### src/rtl/ifetch_ctrl.sv
// ---------------------------------------------------------------------------
// ifetch_ctrl
//
// Fetch sequencer for a 256x32 instruction memory with asynchronous read.
// It owns the fetch PC, drives the memory with that byte address, captures
// the returned word into a small prefetch FIFO, and hands {pc, instr} to
// decode over a valid/ready handshake. A redirect flushes the FIFO and
// restarts fetch at a new target after one bubble cycle.
//
// Parameters
//   RESET_PC   fetch PC loaded on reset (word aligned)
//   BUF_DEPTH  prefetch FIFO entries (power of 2, >= 2)
//
// Ports
//   clk          in   rising-edge clock
//   rst_n        in   synchronous active-low reset
//   fetch_en     in   1 = fetching permitted; 0 = PC holds, FIFO drains
//   imem_addr    out  byte address to instruction memory (always fetch_pc)
//   imem_data    in   instruction word for imem_addr, same cycle
//   redirect     in   one-cycle pulse: flush and restart at redirect_pc
//   redirect_pc  in   new fetch target, sampled while redirect=1
//   inst_valid   out  FIFO head valid
//   inst_ready   in   decode accepts the head this cycle
//   inst_pc      out  PC of the head entry
//   inst_data    out  instruction of the head entry
//   fetch_fault  out  misaligned redirect seen (alignment check build only)
//   dbg_state    out  current FSM state encoding (0=RUN, 1=FLUSH, 2=FAULT)
//
// Handshake: an entry moves to decode in every cycle where inst_valid and
// inst_ready are both 1 at the rising edge. While inst_valid=1 and
// inst_ready=0 the head (inst_pc/inst_data) holds steady.
//
// Build option
//   FETCH_ALIGN_CHK_EN  when defined, a redirect whose target is not word
//                       aligned sends the block to a sticky FAULT state that
//                       only reset clears. When undefined, the low two bits
//                       of redirect_pc are dropped and fetch_fault is 0.
// ---------------------------------------------------------------------------
module ifetch_ctrl #(
    parameter logic [31:0] RESET_PC  = 32'h0000_0000,
    parameter int          BUF_DEPTH = 2
) (
    input  logic        clk,
    input  logic        rst_n,
    input  logic        fetch_en,
    output logic [31:0] imem_addr,
    input  logic [31:0] imem_data,
    input  logic        redirect,
    input  logic [31:0] redirect_pc,
    output logic        inst_valid,
    input  logic        inst_ready,
    output logic [31:0] inst_pc,
    output logic [31:0] inst_data,
    output logic        fetch_fault,
    output logic [1:0]  dbg_state
);

    localparam int PTR_W = $clog2(BUF_DEPTH);
    localparam int CNT_W = PTR_W + 1;
    localparam logic [CNT_W-1:0] DEPTH_CNT = CNT_W'(BUF_DEPTH);

`ifdef FETCH_ALIGN_CHK_EN
    typedef enum logic [1:0] {
        ST_RUN   = 2'd0,
        ST_FLUSH = 2'd1,
        ST_FAULT = 2'd2
    } state_t;
`else
    typedef enum logic [1:0] {
        ST_RUN   = 2'd0,
        ST_FLUSH = 2'd1
    } state_t;
`endif

    // -----------------------------------------------------------------------
    // State
    // -----------------------------------------------------------------------
    state_t           state;
    logic [31:0]      fetch_pc;
    logic [31:0]      pc_mem   [BUF_DEPTH];
    logic [31:0]      data_mem [BUF_DEPTH];
    logic [PTR_W-1:0] head;
    logic [PTR_W-1:0] tail;
    logic [CNT_W-1:0] count;
`ifdef FETCH_ALIGN_CHK_EN
    logic             fault_q;
`endif

    // -----------------------------------------------------------------------
    // Next-state helpers
    // -----------------------------------------------------------------------
    logic             pop;
    logic             fire;
    logic             take_redirect;
    logic             misaligned;
    logic [31:0]      load_pc;
    logic [PTR_W-1:0] head_next;
    logic [CNT_W-1:0] count_next;
    logic [31:0]      head_pc_next;
    logic [31:0]      head_data_next;

    always_comb begin
        pop = inst_valid & inst_ready;

`ifdef FETCH_ALIGN_CHK_EN
        // Once faulted, redirects are ignored until reset.
        take_redirect = redirect & (state != ST_FAULT);
        misaligned    = |redirect_pc[1:0];
        load_pc       = redirect_pc;
`else
        take_redirect = redirect;
        misaligned    = 1'b0;
        load_pc       = redirect_pc & 32'hFFFF_FFFC;
`endif

        // A full FIFO can still take a new word when the head leaves in the
        // same cycle; this is what sustains one instruction per cycle.
        fire = fetch_en & (state == ST_RUN) & ~redirect &
               ((count < DEPTH_CNT) | pop);

        head_next = pop ? head + 1'b1 : head;

        case ({fire, pop})
            2'b10:   count_next = count + 1'b1;
            2'b01:   count_next = count - 1'b1;
            default: count_next = count;
        endcase

        // The output registers load whatever will sit at the head after this
        // edge. If that slot is being written right now (FIFO empty, or one
        // entry leaving while one arrives), take the incoming word directly.
        if (fire && (tail == head_next)) begin
            head_pc_next   = fetch_pc;
            head_data_next = imem_data;
        end else begin
            head_pc_next   = pc_mem[head_next];
            head_data_next = data_mem[head_next];
        end
    end

    // -----------------------------------------------------------------------
    // Sequencer, FIFO and registered decode outputs
    // -----------------------------------------------------------------------
    always_ff @(posedge clk) begin
        if (!rst_n) begin
            state      <= ST_RUN;
            fetch_pc   <= RESET_PC;
            head       <= '0;
            tail       <= '0;
            count      <= '0;
            inst_valid <= 1'b0;
            inst_pc    <= 32'h0;
            inst_data  <= 32'h0;
            for (int i = 0; i < BUF_DEPTH; i++) begin
                pc_mem[i]   <= 32'h0;
                data_mem[i] <= 32'h0;
            end
`ifdef FETCH_ALIGN_CHK_EN
            fault_q    <= 1'b0;
`endif
        end else if (take_redirect) begin
            // Flush: drop every buffered entry. A pop decode completes in
            // this same cycle is simply absorbed by the flush.
            head       <= '0;
            tail       <= '0;
            count      <= '0;
            inst_valid <= 1'b0;
            fetch_pc   <= load_pc;
`ifdef FETCH_ALIGN_CHK_EN
            if (misaligned) begin
                state   <= ST_FAULT;
                fault_q <= 1'b1;
            end else begin
                state   <= ST_FLUSH;
            end
`else
            state      <= ST_FLUSH;
`endif
        end else begin
            // FIFO bookkeeping runs in every state; fire is only ever high
            // in RUN, and FIFO contents only drain elsewhere.
            if (fire) begin
                pc_mem[tail]   <= fetch_pc;
                data_mem[tail] <= imem_data;
                tail           <= tail + 1'b1;
                fetch_pc       <= fetch_pc + 32'd4;
            end
            head       <= head_next;
            count      <= count_next;
            inst_valid <= (count_next != '0);
            if (count_next != '0) begin
                inst_pc   <= head_pc_next;
                inst_data <= head_data_next;
            end

            case (state)
                ST_RUN:   state <= ST_RUN;
                ST_FLUSH: state <= ST_RUN;   // single bubble after redirect
`ifdef FETCH_ALIGN_CHK_EN
                ST_FAULT: state <= ST_FAULT; // sticky until reset
`endif
                default:  state <= ST_RUN;
            endcase
        end
    end

    assign imem_addr = fetch_pc;
    assign dbg_state = state;

`ifdef FETCH_ALIGN_CHK_EN
    assign fetch_fault = fault_q;
`else
    assign fetch_fault = 1'b0;
`endif

endmodule

### config.mk
export PLATFORM = sky130hd
export DESIGN_NAME = ifetch_ctrl
export DESIGN_NICKNAME = d
export VERILOG_FILES = /design/src/rtl/ifetch_ctrl.sv
export SDC_FILE = /design/constraint.sdc
export NUM_CORES = 1
export LEC_CHECK = 0
export CORE_MARGIN = 10
export CORE_UTILIZATION = 45
export CTS_CLUSTER_DIAMETER = 150
export DETAILED_ROUTE_END_ITERATION = 8
export PLACE_DENSITY = 0.66
export SYNTH_ARGS = -nofsm -noshare
export SYNTH_HDL_FRONTEND = slang
export SYNTH_SLANG_ARGS = --single-unit
export TNS_END_PERCENT = 1
### constraint.sdc
create_clock -name clk -period 9.2 [get_ports clk]
set_clock_uncertainty 0.1 [all_clocks]
set_input_delay 0.92 -clock clk [delete_from_list [all_inputs] [get_ports clk]]
set_output_delay 0.92 -clock clk [all_outputs]
set_load 0.005 [all_outputs]
; ---- Yosys cells after proc, flatten, opt, wreduce, memory -nomap -nowiden
; Memories as Yosys holds them, arrays and structs flattened. A register that Yosys moved wholly into a read port is not among the register bits.
; Cells that the tools add are included.
[word_totals]
output_inout_bits = 100
mem_count = 2
mem_bits_rw = 128
inputBits = 69
word_cells = 49
reg_bits = 39
[memory_table]
columns = memory, depth, width, rd, rd_clocked_by_memory_dff, write_ports, line_no
row1 = data_mem, 2, 32, 1, 1, 2, 81  ; logic [31:0] data_mem [BUF_DEPTH];
row2 = pc_mem, 2, 32, 1, 1, 2, 80  ; logic [31:0] pc_mem [BUF_DEPTH];
[op_classes]
n_mux = 16
reduce_logical = 9
eq_ne = 2
bitwise_logic = 7
addsub = 5
order_cmp = 1
[op_table]
columns = cell, count
row1 = $mux W32, 4
row2 = $reduce_or A32 Y1, 2
row3 = $add A32 B3 Y32 const B, 1
row4 = $mux W1, 11
row5 = $and A1 B1 Y1, 4
row6 = $pmux W2 S2, 1
row7 = $reduce_bool A2 Y1, 2
row8 = $add A1 B1 Y1 const B, 2
row9 = $add A2 B1 Y2 const B, 1
row10 = $eq A2 B1 Y1 const B, 1
row11 = $eq A2 B2 Y1 const B, 1
row12 = $logic_not A1 Y1, 2
row13 = $logic_not A2 Y1, 1
row14 = $lt A2 B2 Y1 const B, 1
row15 = $not A1 Y1, 2
row16 = $reduce_and A2 Y1, 1
row17 = $reduce_or A2 Y1, 1
row18 = $sub A2 B1 Y2 const B, 1
row19 = $or A1 B1 Y1, 1

; ---- Logic depth before layout (Yosys ltp)
[depth]
depth_word = 10
depth_mapped = 13
depth_no_buf = 10

; ---- Least setup slack after synthesis
; OpenSTA, ideal clock, no wires.
[synth_path]
path_kind = in2reg
start = input port fetch_en
end = memory data_mem[0][0], enable pin
setup_ps = 568
required_time_ps = 8532
setup_slack_ps = 2302
path_stages = 6
n_path_buf = 2
t_arrival_ps = 6230
cell_sequence = and2b_1 > and2_1 > clkbuf_1 > buf_2 > nand2_1 > o21ai_0
[synth_lines]
columns = element, line_no
row1 = from (decl), 45  ; input logic fetch_en,
row2 = to (decl), 81

; ---- Worst setup path after layout
[layout_path]
start = input port redirect
end = register inst_data[11] (read register of data_mem)
[layout_via]
elab_chain_len = 7
elab_cells_between_ends = 8
classes_between = 2 x eq/ne / 1 x mux / 3 x bitwise / 2 x reduce/logical
[layout_lines]
columns = element, line_no
row1 = from (decl), 48  ; input logic redirect,
row2 = $not A1 Y1 (no line) *, -
row3 = $and A1 B1 Y1 (2 in a row), 118  ; fire = fetch_en & (state == ST_RUN) & ~redirect &
row4 = $eq A2 B1 Y1 or $eq A2 B2 Y1 (tied branches), 123  ; case ({fire, pop})
row5 = $pmux W2 S2, 123
row6 = $reduce_bool A2 Y1, 191  ; if (count_next != '0) begin
row7 = $reduce_and A2 Y1 (no line) *, -
row8 = to (decl), 53  ; output logic [31:0] inst_data,
; Every way passes the cells marked *; elsewhere a longest branch is shown, timed or not.
; A chain may end at the register's enable or synchronous reset.

==> metrics.cfg <==
[global_routing]
grt-ovfl-total = 0
grt_max_degree = 84
grt_pass1_vias = 7466
grt_pass1_wl_um = 43200
grt_usage_pct = 18.68
antenna_found_initial = 2

[floorplanning]
die_x_um = 170.0
fp.dieH_um = 170.0
die_area_sq_um = 28910
ios = 169
start_util_pct = 46.12
num_rows = 54
core_area_sq_um = 21960

[sta]
setup_violations = 0
hold_viol = 0
maxSlewViolCount = 0
worst_pin_slew_ns = 1.147
fin_crit_sh_pct = 60.61
setup_tns_ns = 0
slew_headroom_pct = 23.31
fmax_ghz = 0.1793
rsz0062_at_grt = no
fin_crit_ns = 5.576

[clock_network]
cts.repair.resized = 0
cts_tree = done
cts_inserted_buffers = 24
hold_buffers = 0
clockBufferDepth = 3
clock_latency_ns = 0.51
clk_pin_slew_ns = 0.06
clockRootBuffer = clkbuf_16
post-cts-setup-buffers = 0
clock_sinks = 222
h-tree-depth = 1

[critical_path]
crit-reg2reg-launch = dbg_state[0]$_SDFF_PN0_
crit_type = in2reg
start_kind = input pin
critPathRequiredTime_ns = 9.45
reg2reg_slack_ns = 4.50
path_max_fanout = 41
r2r_end = inst_data[11]$_SDFFE_PN0P_
reg2regPathDepth = 9
critPathArrivalTime_ns = 5.83
end_kind = flip-flop

[detailed_routing]
drc = 0
ant_nets = 0
firstDrtPassIters = 5
drtIter0Drc = 452
routed_wl_um = 27610
wl_per_cell_um = 21.32
via_count = 7353
vias_per_cell = 5.678

[pwr]
internal_power_mw = 1.765
finalPower_mw = 2.321
pwr-share-seq_pct = 49.1
leakagePower_nw = 4.815
p_comb_share_pct = 11.6
sw_frac_of_total_pct = 23.93
switching_power_uw = 555.4
power_density_nw_per_um2 = 186.2
ir_drop_uv = 115.4
clkPwrFrac_pct = 39.3

[synth]
synth_mux_area_share_pct = 6.128
synthFlopType = edfxtp_1
yosys.cell_types.count = 51
synth_compound_area_share_pct = 15.16
synthCells = 874
synthSimpleGateAreaFrac_pct = 12.14
yosysWarnings = 0
ys_ff_latch = 222
ys_async_sr_fraction_pct = 0
synthAdderAreaFrac_pct = 0.2471
synth_top_family_by_area = compound AO/OA/AOI/OAI gates
syn_area_sq_um = 10130
ys_seq_area_share_pct = 56.14
syn_area_per_cell_sq_um = 11.59
yosys.area.top_type = edfxtp_1
synth-xor-area-share_pct = 3.089
synth_area_leaders = edfxtp_1, dfxtp_1, a221oi_2
synth_edf_count = 124
netlist_top_cells_count = nor3_1, edfxtp_1, dfxtp_1, a21oi_1, mux2i_1
yosysMostFrequentCell = nor3_1
synth_top_cell_area_share_pct = 36.77

[cells_and_area]
drive_gt1_share_pct = 10.76
nets = 1066
final_cell_area_sq_um = 12460
syn2layout_area_growth_pct = 23.08
final_util_pct = 56.76

[flow_run]
cap_violations = 0

[hold_path]
hp-start = inst_data[1]$_SDFFE_PN0P_
hold_class = reg2reg
hold_end = inst_data[1]$_SDFFE_PN0P_
holdPathStages = 2

[place]
place.gp.congestion = 0.7697
io_buffers = 160
placed_area_sq_um = 11720
dpl.hpwl_um = 16930

[outcome]
status = finished, final reports clean

flip-flops by register name, indices dropped and copies added (netlist names):
register,count
data_mem,64
pc_mem,60
inst_data,32
imem_addr,30
inst_pc,30
count,2
dbg_state,1
head,1
inst_valid,1
tail,1
area by class of cell:
class / instances / area [sq um]
Antenna cell: 2 / 5.005
Clock buffer: 37 / 680.7
Timing Repair Buffer: 169 / 1667
Inverter: 65 / 244.0
Tap cell: 280 / 350.3
Clock inverter: 7 / 55.05
Sequential cell: 222 / 5687
Fill cell: 1863 / 9494
Multi-Input combinational cell: 513 / 3776
power groups by stage:
stage               registers [mW]  clock network, mW  logic (mW)
floorplan                     1.16                  0       0.141
global placement              1.16                  0       0.268
detailed placement            1.16                  0       0.271
CTS                           1.14              0.928       0.272
global route                  1.15              0.970       0.292
finish                        1.14              0.913       0.269
cells in the final DEF, fill, tap and decap left out, types with 4 or more instances in the layout:
master / netlist / layout
mux2i_1: 62 / 62
a22o_1: 8 / 8
inv_2: 5 / 5
clkinv_1: 0 / 4
o31ai_1: 9 / 9
and2_1: 5 / 5
xnor2_1: 28 / 28
inv_1: 60 / 60
and4_1: 4 / 4
o221ai_1: 11 / 11
a221oi_2: 50 / 50
nand4_1: 8 / 8
buf_4: 9 / 10
nor3_1: 132 / 132
a21oi_1: 65 / 65
clkbuf_1: 31 / 11
dfxtp_1: 98 / 97
nor4_1: 13 / 13
conb_1: 1 / 6
nor2_1: 6 / 6
or3_1: 4 / 4
nand2_1: 38 / 38
clkbuf_16: 0 / 25
o21ai_0: 24 / 22
and3_1: 4 / 4
edfxtp_1: 124 / 124
clkdlybuf4s50_1: 0 / 159
nand3_1: 8 / 8
critical path: stages:
cell and delay, ns:
clkdlybuf4s50_1 1.01, inv_2 0.83, nand2_1 0.28, ha_1 0.42, nor3b_1 0.17, a311oi_1 0.53
nor2b_4 0.91, buf_4 0.61, a221oi_2 0.11
metrics by stage:
step	hold WS (ns)	instances	setup slack, ns
6_report	0.3678	1295	3.624
3_3_place_gp	0.3511	1249	3.198
2_1_floorplan	0.3569	879	2.302
4_1_cts	0.3705	1293	3.663
3_5_place_dp	0.3508	1249	3.167
5_1_grt	0.3960	1295	3.299
worst max-delay path by stage:
stage	from	endpoint	slack, ns
final	redirect	inst_data[11]$_SDFFE_PN0P_	3.62
after global routing	redirect	inst_data[11]$_SDFFE_PN0P_	3.30
after CTS	redirect	inst_data[11]$_SDFFE_PN0P_	3.66
after detailed placement	redirect	inst_data[11]$_SDFFE_PN0P_	3.17
after global placement	redirect	inst_pc[16]$_SDFFE_PN0P_	3.20
after floorplan	fetch_en	data_mem[0][0]$_SDFFCE_PN0P_	2.30
logic make-up (layout without fill, tap and decap cells):
kind of cell,after synthesis,count (layout)
other,1,8
adders and majority gates,2,2
AOI/OAI and AO/OA,179,179
xor gates and xnor gates,32,32
buffers and inverters,144,278
muxes,62,62
DFF,222,222
and+or+nand+nor,232,232
routing by layer:
| metal | vias to the layer above | global-route usage [%] | part of all wire [%] |
|---|---|---|---|
| met5 | - | 0 | 0 |
| met4 | 0 | 5.568 | 2.1 |
| met3 | 34 | 3.957 | 6.1 |
| met2 | 202 | 30.81 | 49 |
| met1 | 3612 | 24.17 | 43 |
| li1 | 3505 | - | - |
Note: power is estimated with default switching activity, not from simulation.
